==> src/rtl/clk_rate_ctrl.sv <==
// ---------------------------------------------------------------------------
// clk_rate_ctrl
//
// Runtime-programmable clock-enable generator. Produces a 50%-duty divided
// square wave (clk_out) and a one-cycle enable (tick) at half-periods of
// 1..4 clk cycles (divide by 2, 4, 6 or 8). A new rate is accepted over a
// valid/ready handshake and applied only at the falling edge that ends a full
// clk_out period, or right away while the divider is idle. This way clk_out
// never produces a runt pulse.
//
// Parameters:
//   DEFAULT_SEL  rate selected out of reset (00=/2, 01=/4, 10=/6, 11=/8)
//
// Ports:
//   clk        in   system clock, rising edge
//   rst_n      in   asynchronous active-low reset
//   run        in   1 = divider counts, 0 = divider held idle (clk_out=0)
//   sel_valid  in   rate-change request valid
//   sel_in     in   requested rate, half-period H = sel_in + 1
//   sel_ready  out  request can be accepted (controller idle)
//   done       out  one-cycle pulse: requested rate is now active
//   sel_cur    out  rate currently applied
//   clk_out    out  registered divided square wave, period 2H
//   tick       out  registered pulse coincident with each clk_out 0->1
// ---------------------------------------------------------------------------
module clk_rate_ctrl #(
    parameter logic [1:0] DEFAULT_SEL = 2'b00
) (
    input  logic       clk,
    input  logic       rst_n,
    input  logic       run,
    input  logic       sel_valid,
    input  logic [1:0] sel_in,
    output logic       sel_ready,
    output logic       done,
    output logic [1:0] sel_cur,
    output logic       clk_out,
    output logic       tick
);

    typedef enum logic [1:0] {
        IDLE = 2'd0,
        PEND = 2'd1,
        ACK  = 2'd2
    } state_t;

    state_t     state;
    logic [1:0] cnt;       // position inside the current half-period, 0..H-1
    logic [1:0] pend_sel;  // rate captured at acceptance

    logic last_cnt;        // final cycle of the current half-period
    logic boundary;        // this edge applies the pending rate

    // H-1 equals sel_cur itself, so no adder is needed for the compare.
    // A switch lands either on the falling edge that closes a full period
    // or immediately when the divider is idle, since no phase can be cut
    // short in that case.
    always_comb begin
        last_cnt = (cnt == sel_cur);
        boundary = (state == PEND) && (!run || (last_cnt && clk_out));
    end

    // NOTE: all state updates use non-blocking assignments so every branch
    // reads the pre-edge values, which is what the boundary test relies on.
    always_ff @(posedge clk or negedge rst_n) begin
        if (!rst_n) begin
            state     <= IDLE;
            cnt       <= 2'd0;
            pend_sel  <= DEFAULT_SEL;
            sel_cur   <= DEFAULT_SEL;
            clk_out   <= 1'b0;
            tick      <= 1'b0;
            sel_ready <= 1'b1;
            done      <= 1'b0;
        end else begin
            // Divider datapath
            if (boundary) begin
                sel_cur <= pend_sel;
                cnt     <= 2'd0;
                clk_out <= 1'b0;
                tick    <= 1'b0;
            end else if (!run) begin
                cnt     <= 2'd0;
                clk_out <= 1'b0;
                tick    <= 1'b0;
            end else if (last_cnt) begin
                cnt     <= 2'd0;
                clk_out <= ~clk_out;
                tick    <= ~clk_out;   // high only on the 0->1 toggle
            end else begin
                cnt     <= cnt + 2'd1;
                tick    <= 1'b0;
            end

            // Handshake controller. sel_ready and done are registered
            // alongside the state so they leave the block glitch-free.
            case (state)
                IDLE: begin
                    if (sel_valid && sel_ready) begin
                        pend_sel  <= sel_in;
                        sel_ready <= 1'b0;
                        state     <= PEND;
                    end
                end
                PEND: begin
                    if (boundary) begin
                        done  <= 1'b1;
                        state <= ACK;
                    end
                end
                ACK: begin
                    done      <= 1'b0;
                    sel_ready <= 1'b1;
                    state     <= IDLE;
                end
                default: begin
                    done      <= 1'b0;
                    sel_ready <= 1'b1;
                    state     <= IDLE;
                end
            endcase
        end
    end

endmodule

==> config.mk <==
export PLATFORM = sky130hd
export DESIGN_NAME = clk_rate_ctrl
export DESIGN_NICKNAME = d
export VERILOG_FILES = /design/src/rtl/clk_rate_ctrl.sv
export SDC_FILE = /design/constraint.sdc
export NUM_CORES = 1
export LEC_CHECK = 0
export BUFFER_PORTS_ARGS = -buffer_cell sky130_fd_sc_hd__buf_2
export CAP_MARGIN = 20
export CORE_AREA = 5 5 42 44
export DETAILED_ROUTE_END_ITERATION = 16
export DIE_AREA = 0 0 47 49
export GPL_TIMING_DRIVEN = 0
export PLACE_DENSITY_LB_ADDON = 0.25
export SLEW_MARGIN = 20
export SYNTH_ARGS = -nofsm -noshare
export SYNTH_HDL_FRONTEND = slang
export SYNTH_SLANG_ARGS = --single-unit
==> constraint.sdc <==
create_clock -name clk -period 1.8 [get_ports clk]
set_input_delay 0.18 -clock clk [delete_from_list [all_inputs] [get_ports clk]]
set_output_delay 0.18 -clock clk [all_outputs]
set_load 0.005 [all_outputs]
==> impl_metrics.ini <==
[global_route]
antenna_found_initial = 0
grt_pass1_wl_um = 1800
grt_pass1_vias = 415
grt_usage = 0.107
grt_max_degree = 13
grt_overflow_total = 0

[cts]
cts_buffers = 3
cts_buffer_depth = 2
cts_setup_buffers = 0
root_buffer = clkbuf_4
htree_levels = 1
clk_pin_slew_worst_paths_ps = 70
cts_tree = yes
clk_latency_ps = 280
cts.sinks = 12

[detailed_routing]
drc = 0
viasPerCell = 5.26
drt_iter0_drc = 5
vias = 421
routed_wl_um = 1010
ant_nets = 0
firstDrtPassIters = 4
wire_per_inst_um = 12.6

[timing]
drv_slew = 0
fmax_mhz = 723
tns_ps = 0
setup_viol = 0
fin_skew_ps = 13.8
rsz0062_at_grt = false
layout_worst_path_cycle_share = 0.769
slew_headroom = 0.741
final_hold_viol_count = 0
worst_slew_pin_slew_ps = 385
hold-worst-slack_ps = 145
period_needed_ps = 1380

[worst_hold_path]
hold_start = sel_in[0]
min_path_type = in -> reg
holdPathStages = 2
whs_endpoint = pend_sel[0]

[setup_path]
timing.critical_path.from = sel_ready
end_kind = flip-flop
r2r_start = sel_ready
cp_top_family = flip-flops
crit_required_ps = 1950
reg2reg_slack_ps = 420
critical_path_class = reg -> reg
start_kind = flip-flop
path_max_fanout = 3
crit_chain = nand2_1, nor3_1, mux2_2
max_stage_delay_ps = 530
cpMaxStageDelayCell = dfstp_2
crit_buf_inv = 0
ff2ff_path_depth = 3
cp_data_arrival_time_ps = 1540
r2r_end = pend_sel[1]

[logic_synthesis]
synth-edff-count = 0
synth_area_per_cell_um2 = 11.4
synth_cells = 48
synthArstFlopShare = 1.00
synth_nets = 54
synth_ff_type = dfrtp_1
synth_cell_types = 21
ys_ff_latch = 12
synth-seq-area-share = 0.550
yosys_warnings = 0
syn-cell-area_um2 = 548

[cells_and_area]
fill_cells = 136
drive_above_1_share = 0.313
nets = 71
final_area_um2 = 659
diodes = 0
area_growth_pct = 20.3

[placement]
place_area_um2 = 623
hpwl_um = 774
finalWeightedCongestion = 0.684
io_buffers = 11

[floorplan]
initial_core_util = 0.391
rows = 14
dieWidth_um = 47
die_h_um = 49
die_area_mm2 = 0.00230
core-area_mm2 = 0.00140
io_pins = 12

[run]
maxCapViolCount = 0

[outcome]
outcome = complete, no violations

[power_and_ir_drop]
cellPowerDensity_mw_per_mm2 = 1600
p_leak_uw = 0.000332
irDropWorstVdd_v = 0.000627
where the power goes:
group          switching, uW  leakage, uW  internal [uW]  total [uW]
Combinational            197     0.000163            195         392
Sequential               110     0.000154            375         485
Clock                   90.8    0.0000150           85.8         177
Total                    398     0.000332            655        1050
what timing repair did:
item | 4_1_cts | 5_1_grt
gates resized for setup | 0 | 0
endpoints found under the hold margin | 11 | 0
hold buffers | 1 | 0
area by class of cell:
class | instances | area [um^2] | area share
Sequential cell | 12 | 302 | 0.457
Inverter | 6 | 22.5 | 0.0342
Clock buffer | 4 | 26.3 | 0.0398
Multi-Input combinational cell | 30 | 224 | 0.340
Timing Repair Buffer | 12 | 65.1 | 0.0987
Tap cell | 16 | 20.0 | 0.0304
state kept, by name, summed over array words and instances (netlist names):
register	flops
cnt	2
pend_sel	2
sel_cur	2
state	2
clk_out	1
done	1
sel_ready	1
tick	1
cell usage after synthesis, types with 2 or more instances:
cell type   n  share of area
dfrtp_1    11           0.50
inv_1       6          0.041
mux2_2      2          0.041
nand2_1     3          0.021
nor2_1      2          0.014
nor3_1      2          0.018
o21ai_0     4          0.037
o32ai_1     2          0.032
xnor2_2     2          0.059
xor2_1      3          0.048
cells in the final DEF (no fill, tap or decap), drive strengths merged:
cell	instances
a211oi	1
a21oi	1
a311oi	1
a31oi	1
a41o	1
and3	1
buf	11
clkbuf	4
dfrtp	11
dfstp	1
dlygate4sd3	1
inv	6
mux2	2
nand2	3
nand2b	1
nand3	1
nor2	2
nor3	2
nor4b	1
o21ai	4
o32ai	2
or3	1
xnor2	2
xor2	3
worst reg2reg max path, stage by stage, from the launching register on:
cell,delay [ps]
dfstp_2,530
nand2_1,50
nor3_1,310
mux2_2,380
how the worst max path moves through the flow:
stage / endpoint / cells past startpoint
2_1_floorplan: pend_sel[0] / 3
3_3_place_gp: pend_sel[1] / 3
5_1_grt: pend_sel[0] / 3
6_report: pend_sel[1] / 3
4_1_cts: pend_sel[1] / 3
3_5_place_dp: pend_sel[1] / 3
cell families after synthesis:
kind of cell / synth area share
buffers and inverters: 0.0411
muxes: 0.0411
xor gates and xnor gates: 0.107
AOI/OAI and AO/OA: 0.137
DFF: 0.550
and+or+nand+nor: 0.123
metal layers:
layer / wire length, um / GRT usage / vias up
li1: - / - / 201
met1: 459 / 0.152 / 206
met2: 480 / 0.149 / 10
met3: 42 / 0.0221 / 4
met4: 23 / 0.0553 / 0
met5: 0 / 0 / -
per-stage QoR:
stage	setup WS (ps)	power [uW]	utilization	std cells
final	416	1050	0.471	80
after global routing	281	1150	0.471	80
after CTS	389	1060	0.471	80
after detailed placement	399	885	0.445	75
after global placement	413	868	0.445	75
after floorplan	493	759	-	48
Note: power is estimated with default switching activity, not from simulation.
